===== config.mk =====
export PLATFORM = sky130hd
export DESIGN_NAME = sha256_block_padder
export DESIGN_NICKNAME = d
export VERILOG_FILES = /design/src/rtl/sha256_block_padder.sv
export SDC_FILE = /design/constraint.sdc
export NUM_CORES = 1
export LEC_CHECK = 0
export CORE_AREA = 2 2 217 219
export DETAILED_ROUTE_END_ITERATION = 10
export DIE_AREA = 0 0 219 221
export PLACE_DENSITY = 0.93
export SLEW_MARGIN = 20
export SYNTH_ARGS = -nofsm -noshare
export SYNTH_HDL_FRONTEND = slang
export SYNTH_SLANG_ARGS = --single-unit

===== constraint.sdc =====
create_clock -name clk -period 51.1 [get_ports clk]
set_clock_uncertainty 0.15 [all_clocks]
set_input_delay 15.33 -clock clk [delete_from_list [all_inputs] [get_ports clk]]
set_output_delay 15.33 -clock clk [all_outputs]
set_load 0.01 [all_outputs]

===== src/rtl/sha256_block_padder.sv =====
// SHA-256 message padder: packs a big-endian 32-bit word stream into 512-bit blocks,
// appending the 0x80 marker, zero fill and the 64-bit message bit-length.
module sha256_block_padder #(
    parameter int unsigned DATA_WIDTH = 32,
    parameter int unsigned LEN_WIDTH  = 64
) (
    input  logic                       clk,
    input  logic                       rst,
    input  logic [DATA_WIDTH-1:0]      s_data,
    input  logic                       s_valid,
    input  logic                       s_last,
    input  logic [1:0]                 s_bytes,
    output logic                       s_ready,
    output logic [16*DATA_WIDTH-1:0]   m_block,
    output logic                       m_valid,
    input  logic                       m_ready,
    output logic                       m_first,
    output logic                       m_last
);

    localparam int unsigned NWORDS = 16;
    localparam int unsigned CW     = LEN_WIDTH - 3;

    typedef enum logic [1:0] {FILL, PAD, EMIT} state_t;

    state_t                 state, state_nxt;
    logic [3:0]             idx;
    logic [CW-1:0]          byte_cnt;
    logic                   pend80;
    logic                   pad_started;
    logic                   len_hi_done;
    logic [DATA_WIDTH-1:0]  words [NWORDS];
    logic                   s_ready_nxt, m_valid_nxt, m_last_nxt;
    logic                   accept, hs;
    logic [DATA_WIDTH-1:0]  last_word;
    logic [CW-1:0]          byte_inc;
    logic [LEN_WIDTH-1:0]   len;

    assign accept   = s_valid & s_ready;
    assign hs       = m_valid & m_ready;
    assign len      = {byte_cnt, 3'b000};
    assign byte_inc = (s_last && s_bytes != 2'd0) ? CW'(s_bytes) : CW'(4);

    // Final word: keep the valid bytes and place the 0x80 marker right after them.
    always_comb begin
        last_word = s_data;
        case (s_bytes)
            2'd1:    last_word = {s_data[31:24], 8'h80, 16'h0000};
            2'd2:    last_word = {s_data[31:16], 8'h80, 8'h00};
            2'd3:    last_word = {s_data[31:8], 8'h80};
            default: last_word = s_data;
        endcase
    end

    // State and registered outputs
    always_ff @(posedge clk or posedge rst) begin
        if (rst) begin
            state   <= FILL;
            s_ready <= 1'b1;
            m_valid <= 1'b0;
            m_last  <= 1'b0;
        end else begin
            state   <= state_nxt;
            s_ready <= s_ready_nxt;
            m_valid <= m_valid_nxt;
            m_last  <= m_last_nxt;
        end
    end

    // Next-state logic
    always_comb begin
        state_nxt = state;
        case (state)
            FILL: begin
                if (accept) begin
                    if (idx == 4'd15)
                        state_nxt = EMIT;
                    else if (s_last)
                        state_nxt = PAD;
                end
            end
            PAD: begin
                if (idx == 4'd15)
                    state_nxt = EMIT;
            end
            EMIT: begin
                if (hs)
                    state_nxt = (!m_last && pad_started) ? PAD : FILL;
            end
            default: state_nxt = FILL;
        endcase
    end

    // Output logic; m_last is latched only when a block is entering EMIT
    always_comb begin
        s_ready_nxt = (state_nxt == FILL);
        m_valid_nxt = (state_nxt == EMIT);
        m_last_nxt  = m_last;
        if (state_nxt == EMIT && state != EMIT)
            m_last_nxt = (state == PAD) && len_hi_done && (idx == 4'd15);
    end

    // Block buffer, word index and length bookkeeping
    always_ff @(posedge clk or posedge rst) begin
        if (rst) begin
            idx         <= 4'd0;
            byte_cnt    <= '0;
            pend80      <= 1'b0;
            pad_started <= 1'b0;
            len_hi_done <= 1'b0;
            m_first     <= 1'b1;
            for (int i = 0; i < int'(NWORDS); i++)
                words[i] <= '0;
        end else begin
            case (state)
                FILL: begin
                    if (accept) begin
                        words[idx] <= s_last ? last_word : s_data;
                        byte_cnt   <= byte_cnt + byte_inc;
                        idx        <= idx + 4'd1;
                        if (s_last) begin
                            pad_started <= 1'b1;
                            pend80      <= (s_bytes == 2'd0);
                        end
                    end
                end
                PAD: begin
                    if (idx == 4'd14 && !pend80) begin
                        words[idx]  <= len[LEN_WIDTH-1 -: DATA_WIDTH];
                        len_hi_done <= 1'b1;
                    end else if (idx == 4'd15 && len_hi_done) begin
                        words[idx] <= len[DATA_WIDTH-1:0];
                    end else begin
                        words[idx] <= pend80 ? DATA_WIDTH'(32'h8000_0000) : '0;
                        pend80     <= 1'b0;
                    end
                    idx <= idx + 4'd1;
                end
                EMIT: begin
                    if (hs) begin
                        idx     <= 4'd0;
                        m_first <= m_last;
                        if (m_last) begin
                            byte_cnt    <= '0;
                            pad_started <= 1'b0;
                            len_hi_done <= 1'b0;
                        end
                    end
                end
                default: ;
            endcase
        end
    end

    for (genvar gi = 0; gi < int'(NWORDS); gi++) begin : g_block
        assign m_block[(int'(NWORDS) - gi) * int'(DATA_WIDTH) - 1 -: DATA_WIDTH] = words[gi];
    end

endmodule


* After elaboration in Yosys (flattened, before gate mapping) *
Cells that the tools add are included.

storage, ports and cells
  logic and storage cells = 114
  output and inout bits = 516
  input port bits = 39
  register bits after elaboration = 586

cells by class
  equality and inequality tests = 16
  $add $sub $neg = 2
  $lt $le $gt $ge = 2
  bitwise gates (word level) = 3
  reductions and logical operators = 25
  muxes and demuxes = 40

operator list
  kind                                           count
  bitwise mux 512 bit                            4
  2-to-1 mux 512 bit                             3
  case mux 512 bit (2 select lines)              1
  2-to-1 mux 61 bit                              3
  demux 32 bit (select 4 bit)                    1
  case mux 61 bit (2 select lines)               1
  case mux 24 bit (3 select lines)               1
  2-to-1 mux 32 bit                              2
  adder 61 x 3 -> 61 bit                         1
  2-to-1 mux 24 bit                              1
  inequality test 2 bit (second input constant)  7
  case mux 4 bit (3 select lines)                1
  2-to-1 mux 1 bit                               10
  2-to-1 mux 2 bit                               5
  AND reduction 5 bit                            2
  == test 2 bit (second input constant)          4
  == test 4 bit (second input constant)          2
  logical AND 1 bit                              8
  2-to-1 mux 4 bit                               2
  AND reduction 4 bit                            2
  nonzero test 2 bit                             4
  logical NOT 2 bit                              3
  case mux 1 bit (2 select lines)                3
  case mux 2 bit (3 select lines)                1
  12 further kinds                               16

* Depth between registers and ports, before layout *
Gate-level depths: netlist (run 1).

  word-level depth = 9
  gate-level depth with buffers = 12
  depth with buffers taken out = 9

* Worst setup path after synthesis (run 1) *
No wires, ideal clock.

  path type = input-to-reg
  start point = input s_last
  end point = register byte_cnt[46]
  path slack = 32871 ps
  stages on the path = 11
  buffers on the path = 2
  setup time = 78 ps
  data arrival time = 18001 ps
  data required time = 50872 ps
  path through = clkbuf_1 > nand2_1 > inv_1 > ha_1 > fa_1 > a21o_1 > or4b_1 > clkbuf_1 > or4_4 > or4_1 > a21oi_1

on the way
  longest elaborated chain between the ends = 5

RTL lines
  what                              RTL line  text
  start: declaration                11        input logic s_last,
  logical AND 1 bit                 42        assign byte_inc = (s_last && s_bytes != 2'd0) ? CW'(s_bytes) : CW'(4);
  2-to-1 mux 3 bit                  42
  adder 61 x 3 -> 61 bit            119       byte_cnt <= byte_cnt + byte_inc;
  2-to-1 mux 61 bit                 117       if (accept) begin
  case mux 61 bit (2 select lines)  115       case (state)
  end signal: assignment            119
  end: declaration                  28        logic [CW-1:0] byte_cnt;

No other way between the ends. The select of a mux whose other input is x is not followed.
A chain may end at the register's enable or synchronous reset.

* Worst setup path after layout (run 1) *
Same ends and word-level chain as after synthesis.

==> run summary, run 1 <==
- completed — outcome
- state[1]$_DFF_PP0_ — Crit Reg-Reg Startpoint
- 0.517% — adder-cell area share of the yosys netlist
- 219 um — width of the die
- 555 — Top Ports
- 0 — number of enable-type register cells in the synthesized netlist
- 29700 um — wire length on met1
- 0.905% — xor and xnor area share after synthesis
- 22.5% — worst rel slew slack
- 41.6% — Comb power frac
- 48400 um2 — full die area
- 0 — Detail Route Antenna Nets
- 32.58 ns — final worst setup slack
- 38.2% — Sw Ratio
- 6 — number of cell instances on the worst register-to-register path
- sky130_fd_sc_hd__dfrtp_1 — dominant cell type by area after synthesis
- sky130_fd_sc_hd__dfrtp_1 — commonest register cell after synthesis
- 3300 — Post-Place Cells
- 87600 um — wirelength, routed
- m_block[360]$_DFFE_PP0P_ — worst hold endpoint
- 0 ns — aggregate negative setup slack
- 46100 um2 — area of the placeable core
- 11 — antenna violations before repair
- 0.61 ns — insertion delay of the later-clocked pin in the worst-skew pair
- sky130_fd_sc_hd__clkbuf_16 — Clk Tree Root Cell
- 3089 — fill count
- 7 — first drt pass iteration count
- 35.5% — GRT Overall Usage
- 16 — largest fanout of any net on the critical path
- 9440 um — DR WL met3
- 0 — Setup-failing EPs final
- 34.7% — Layout Area Growth over Synthesis
- 777 uW — NetSw
- met5 — uppermost signal routing layer after detailed routing
- 0.06 ns — clock-pin transition on the worst setup and hold timing paths
- 6.27 — vias per cell
- 10.2 um2 — average cell area after synthesis
- 0 — number of buffers inserted by hold repair at cts
- 2 — number of H-tree branching levels
- 18.88 ns — arrival time at the worst endpoint
- built — CTS tree
- 3 — number of buffers between clock root and the deepest sink
- 0 — Resize count post-CTS
- register — kind of end point of the critical path
- 2316 — synthesized netlist net count
- 0.0395 mV — IR Drop Worst-Case VDD
- 7.07% — layout cell share with drive strength beyond 1
- sky130_fd_sc_hd__dfrtp_1, sky130_fd_sc_hd__o21ai_0, sky130_fd_sc_hd__nand2_1 — most area-consuming cells after synthesis
- 0.328 ns — Worst Hold Slack
- 3415 — Final Non-Filler Cells
- 554 — total of buffers placed on input and output ports
- 63.1% — part of the Yosys area used for sequential elements
- 79 — Rows
- 130000 um — global-route wire length before repair
- 58600 um — half-perimeter wire length of the detailed placement result
- input port — crit path launch type
- 2.04 mW — power consumption
- 2 — hold path cells
- 21000 — vias in the first global route
- 586 — synthesized flop and latch total
- 23200 um2 — Mapped Area
- register to register — min-delay worst type
- 0 — post-CTS repair timing setup buffer count
- 14.1% — post-synthesis simple-gate area fraction
- sky130_fd_sc_hd__dfrtp_1, sky130_fd_sc_hd__nand2_1, sky130_fd_sc_hd__o21ai_0 — ranking of synthesized cells by instance count
- 1.00 — routability congestion estimate from global placement
- 50.4% — initial standard-cell utilization of the core
- compound AO/OA/AOI/OAI gates — main combinational cell family by area after synthesis
- 0 — count of yosys warnings during synthesis
- 15.5% — area fraction in compound gates after synthesis
- 2803 — layout net count
- 36.2% — Tcrit/Tclk final
- 0 — Slew Viols, Final
- false — setup repair after global routing missed its margin
- 3046 — iteration-0 DRC count of the detailed router
- 31.66 ns — pre-CTS setup slack
- 13.6 nW — Leakage Power
- 0 — maxcap violations
- 0 — total overflow reported by the global router
- 40800 um — Met2 Routed Length
- 100% — share of flip-flops with an asynchronous set or reset after synthesis
- 221 um — y dimension of the die
- 54.0 MHz — max frequency
- input port to register — Setup CP Type
- m_block[360]$_DFFE_PP0P_ — start point of the worst min-delay path
- 57 — cts bufs inserted
- m_block[279]$_DFFE_PP0P_ — worst reg2reg path endpoint
- 51.47 ns — required time of the critical path
- 18.52 ns — final critical-path required period
- 0 — number of hold violations in the final report
- 60 — count of distinct cell types in the synthesized netlist
- 2.61% — mux share of post-synthesis cell area
- 1.26 mW — Internal Pwr Total
- sky130_fd_sc_hd__dfrtp_1 — dominant cell by count in the synthesized netlist
- 21.5% — clock share of power
- 36.9% — fraction of power consumed by sequential logic
- 21400 — routed vias
- 25.7 um — Routed WL per cell
- 0 — DR DRC count
- 47.51 ns — worst reg-to-reg setup slack
- 65.1 nW/um2 — power per cell area
- 586 — Num Clock Sinks
- 193 — largest net degree at the start of global routing
- 1.16 ns — actual slew at the worst max-slew pin
- 2268 — Gate Count Post-Synth
- 62.9% — share of the synthesized area in the top cell type
[kinds of logic (layout without fill, tap and decap cells)]
logic type / count (synthesis) / after routing
and+or+nand+nor: 747 / 747
AOI/OAI and AO/OA: 651 / 651
DFF: 586 / 586
buffers and inverters: 195 / 728
muxes: 56 / 56
xor gates and xnor gates: 24 / 24
adders and majority gates: 9 / 9
other: 0 / 7
[per-stage QoR]
| step | area (um2) | util, % |
|---|---|---|
| 5_1_grt | 31300 | 67.9 |
| 3_5_place_dp | 29300 | 63.5 |
| 3_3_place_gp | 29200 | 63.5 |
| 6_report | 31300 | 67.9 |
| 4_1_cts | 31200 | 67.7 |
| 2_1_floorplan | 23200 | - |
[per-layer routing]
layer	vias to the layer above	track usage, %
met5	-	0
met1	10400	42.4
met4	4	26.0
met2	1707	56.0
li1	8797	-
met3	486	8.84
[sequential cells by signal (all words and copies together), names as in the netlist]
| signal | flops |
|---|---|
| byte_cnt | 61 |
| state | 2 |
| pad_started | 1 |
| s_ready | 1 |
| m_last | 1 |
| idx | 4 |
| m_block | 512 |
| m_first | 1 |
| m_valid | 1 |
| pend80 | 1 |
| len_hi_done | 1 |
[worst max-delay path by stage]
stage / start / to / slack [ns]
global placement: rst / m_block[104]$_DFFE_PP0P_ / 31.83
CTS: rst / m_block[73]$_DFFE_PP0P_ / 32.29
global route: rst / m_block[73]$_DFFE_PP0P_ / 32.22
detailed placement: rst / m_block[105]$_DFFE_PP0P_ / 31.66
floorplan: rst / byte_cnt[0]$_DFFE_PP0P_ / 19.23
finish: s_last / byte_cnt[46]$_DFFE_PP0P_ / 32.58
[final cells by class]
type	count	area [um2]	area share [%]
antenna	7	17.5	0.0560
clock buffer	84	1650	5.27
clock inverter	21	283	0.904
inverter	35	139	0.444
multi-input combinational	1487	7920	25.3
sequential	586	14700	46.9
tap	607	759	2.43
timing repair buffer	588	5850	18.7
[layout by cell type (no fill, tap or decap), types with 4 or more instances in the layout]
master / netlist / layout
sky130_fd_sc_hd__clkbuf_1: 142 / 15
sky130_fd_sc_hd__a221o_1: 8 / 8
sky130_fd_sc_hd__a221oi_1: 26 / 26
sky130_fd_sc_hd__xnor2_1: 11 / 11
sky130_fd_sc_hd__nand2_1: 497 / 486
sky130_fd_sc_hd__o21ai_0: 451 / 444
sky130_fd_sc_hd__mux2i_1: 20 / 20
sky130_fd_sc_hd__and3_1: 10 / 10
sky130_fd_sc_hd__a21oi_1: 89 / 89
sky130_fd_sc_hd__nor3_1: 11 / 8
sky130_fd_sc_hd__a21o_1: 8 / 8
sky130_fd_sc_hd__xor2_1: 13 / 13
sky130_fd_sc_hd__ha_1: 8 / 8
sky130_fd_sc_hd__clkbuf_16: 0 / 57
sky130_fd_sc_hd__and2_1: 26 / 25
sky130_fd_sc_hd__diode_2: 0 / 7
sky130_fd_sc_hd__nor2_1: 79 / 79
sky130_fd_sc_hd__a222oi_1: 13 / 13
sky130_fd_sc_hd__clkbuf_8: 0 / 12
sky130_fd_sc_hd__and4_1: 9 / 9
sky130_fd_sc_hd__o31ai_1: 10 / 10
sky130_fd_sc_hd__bufinv_16: 0 / 6
sky130_fd_sc_hd__or3_1: 21 / 21
sky130_fd_sc_hd__nand4_1: 24 / 24
sky130_fd_sc_hd__o21ai_1: 14 / 16
sky130_fd_sc_hd__o21a_1: 4 / 4
sky130_fd_sc_hd__nand3_1: 23 / 23
sky130_fd_sc_hd__nor4_1: 11 / 10
sky130_fd_sc_hd__clkinv_2: 0 / 7
sky130_fd_sc_hd__buf_4: 1 / 28
sky130_fd_sc_hd__nand2_2: 0 / 8
sky130_fd_sc_hd__inv_6: 0 / 5
sky130_fd_sc_hd__dfrtp_1: 584 / 584
sky130_fd_sc_hd__or4_1: 15 / 15
sky130_fd_sc_hd__mux2_2: 36 / 36
sky130_fd_sc_hd__o21ai_2: 0 / 5
sky130_fd_sc_hd__clkdlybuf4s50_1: 0 / 554
sky130_fd_sc_hd__a22o_1: 7 / 7
sky130_fd_sc_hd__inv_1: 35 / 34
sky130_fd_sc_hd__nand2b_1: 4 / 4
[critical path, cell delays in order]
cell and delay (ns):
sky130_fd_sc_hd__clkdlybuf4s50_1 0.65, sky130_fd_sc_hd__nand2_1 0.16, sky130_fd_sc_hd__inv_1 0.10, sky130_fd_sc_hd__ha_1 0.20
sky130_fd_sc_hd__fa_1 0.22, sky130_fd_sc_hd__a21o_1 0.23, sky130_fd_sc_hd__or4b_1 0.60, sky130_fd_sc_hd__or4_4 0.67
sky130_fd_sc_hd__or4_1 0.54, sky130_fd_sc_hd__a21oi_1 0.17
[power by group through the flow]
| stage | sequential [mW] | combinational, mW | clock [mW] |
|---|---|---|---|
| finish | 0.751 | 0.846 | 0.438 |
| global route | 0.763 | 0.891 | 0.459 |
| CTS | 0.745 | 0.835 | 0.439 |
| detailed placement | 0.749 | 0.819 | 0 |
| global placement | 0.736 | 0.784 | 0 |
| floorplan | 0.802 | 0.251 | 0 |
Power figures use the tool's default switching activity.
==> inputs of run 2 (changes only) <==
CORE_AREA = not set   (was 2 2 217 219)
CORE_ASPECT_RATIO = 1.4   (was not set)
CORE_MARGIN = 2   (was not set)
CORE_UTILIZATION = 45   (was not set)
DIE_AREA = not set   (was 0 0 219 221)
PLACE_DENSITY = 0.88   (was 0.93)
clock period = 15 ns   (was 51.1 ns; I/O delays follow)
==> run 2 against run 1 <==
Against the previous run:
- setup slack worse by 25 ns
- clock power rose to 3.2 times the previous value
- critical path depth unchanged
- via count decreased by 3.3%
- critical path type unchanged
==> run summary, run 2 (synthesized netlist as in run 1, its figures left out) <==
- register to register — min-delay worst type
- 6.79 ns — pre-CTS setup slack
- 24.6 um — Routed WL per cell
- 98 — Rows
- 51.1% — Tcrit/Tclk final
- 31.1% — GRT Overall Usage
- 20300 — vias in the first global route
- 131 MHz — max frequency
- 58700 um — half-perimeter wire length of the detailed placement result
- 53500 um2 — full die area
- register — kind of end point of the critical path
- 0 ns — aggregate negative setup slack
- 586 — Num Clock Sinks
- built — CTS tree
- 0 — Setup-failing EPs final
- 2 — number of H-tree branching levels
- 0 — number of buffers inserted by hold repair at cts
- 8.02 ns — arrival time at the worst endpoint
- 51000 um2 — area of the placeable core
- 6.77 mW — power consumption
- 2116 — iteration-0 DRC count of the detailed router
- 0.125 mV — IR Drop Worst-Case VDD
- 0.970 — routability congestion estimate from global placement
- 7.66 ns — final critical-path required period
- 7.34 ns — final worst setup slack
- sky130_fd_sc_hd__or4_4 — Max stage delay cell, worst path
- 3 — number of buffers between clock root and the deepest sink
- 196 um — width of the die
- 3857 — fill count
- simple AND/OR/NAND/NOR gates — cell family with most CP delay
- 554 — total of buffers placed on input and output ports
- 2 — number of buffers and inverters on the critical path
- 19.3% — worst rel slew slack
- sky130_fd_sc_hd__dfrtp_1 — leading cell type in the layout, fill and taps excluded
- 217 nW/um2 — power per cell area
- sky130_fd_sc_hd__dfrtp_1, sky130_fd_sc_hd__clkdlybuf4s50_1, sky130_fd_sc_hd__nand2_1 — most frequent cells in the layout
- 0.07 ns — clock-pin transition on the worst setup and hold timing paths
- 512 — number of flip-flops under the largest register name
- 13.6 nW — Leakage Power
- false — setup repair after global routing missed its margin
- clkdlybuf4s50_1, nand2_1, inv_1, ha_1, fa_1, a21o_1, or4b_1, or4_4, or4_1, a21oi_1 — ordered list of cells on the worst path
- 6 — antenna violations before repair
- 1.21 ns — actual slew at the worst max-slew pin
- 61.1% — Core Util, Final
- 126000 um — global-route wire length before repair
- input port — crit path launch type
- 0 — Slew Viols, Final
- 6.00 — vias per cell
- input port to register — Setup CP Type
- 53 — cts bufs inserted
- 0 — DR DRC count
- 0.59 ns — insertion delay of the later-clocked pin in the worst-skew pair
- 168 — largest net degree at the start of global routing
- 0 — Detail Route Antenna Nets
- 0 — Resize count post-CTS
- 20700 — routed vias
- 6.99% — layout cell share with drive strength beyond 1
- 45.5% — initial standard-cell utilization of the core
- 2798 — layout net count
- 9 — first drt pass iteration count
- 84800 um — wirelength, routed
- 0 — number of hold violations in the final report
- 16 — largest fanout of any net on the critical path
- 0 — total overflow reported by the global router
- 0 — post-CTS repair timing setup buffer count
- 15.36 ns — required time of the critical path
- 273 um — y dimension of the die
- 34.1% — Layout Area Growth over Synthesis
- completed — outcome
- 0.66 ns — CP peak stage delay
- 0 — maxcap violations
- sky130_fd_sc_hd__clkbuf_16 — Clk Tree Root Cell
- 555 — Top Ports
[run 2: cell count changes in the layout (fill, tap and decap cells not counted), sizes merged]
| cell | before | now |
|---|---|---|
| inv | 40 | 36 |
| bufinv | 6 | 3 |
| clkinv | 8 | 16 |
| clkbuf | 84 | 74 |
| diode | 7 | 6 |
| buf | 34 | 33 |
[run 2: final timing paths]
check	from	to	slack, ns	cells past startpoint
min in group asynchronous	rst	m_block[321]$_DFFE_PP0P_	4.28	2
worst max-delay path	s_last	byte_cnt[46]$_DFFE_PP0P_	7.34	10
worst max register to register	state[1]$_DFF_PP0_	m_block[128]$_DFFE_PP0P_	11.10	7
max in group asynchronous	rst	m_block[79]$_DFFE_PP0P_	8.09	4
worst min-delay path	m_block[130]$_DFFE_PP0P_	m_block[130]$_DFFE_PP0P_	0.33	2
worst min register to register	m_block[130]$_DFFE_PP0P_	m_block[130]$_DFFE_PP0P_	0.33	2
[run 2: where the power goes]
part	total (mW)	switching [mW]	internal (mW)
Sequential	2.53	0.375	2.16
Clock	1.38	0.615	0.762
Combinational	2.86	1.60	1.26
[run 2: through the flow]
stage	hold slack (ns)	instance area [um2]	instances
final	0.331	31200	3447
after global routing	0.349	31200	3447
after CTS	0.334	31100	3440
after detailed placement	0.319	29300	3344
after global placement	0.310	29300	3343
after floorplan	0.301	23200	2268
[run 2: worst min-delay path: cells and delay by family (launching register included)]
| family | cells | cell delay, ns |
|---|---|---|
| AO/OA/AOI/OAI | 1 | 0.06 |
| AND/OR/NAND/NOR | 1 | 0.05 |
| flip-flops | 1 | 0.34 |
[run 2: routing by layer]
metal | wire length, um | global-route usage (%)
met1 | 29400 | 36.4
met2 | 40500 | 50.9
met3 | 7460 | 5.70
met4 | 7470 | 23.9
met5 | 0 | 0
[run 2: cell type report]
type | count | area [um2] | share of cell area (%)
clock inverters | 22 | 236 | 0.759
diodes | 6 | 15.0 | 0.0482
multi-input cells | 1487 | 7950 | 25.5
repair buffers | 587 | 5830 | 18.7
well taps | 650 | 813 | 2.61
flip-flops and latches | 586 | 14700 | 47.1
clock buffers | 74 | 1520 | 4.86
inverters | 35 | 135 | 0.434
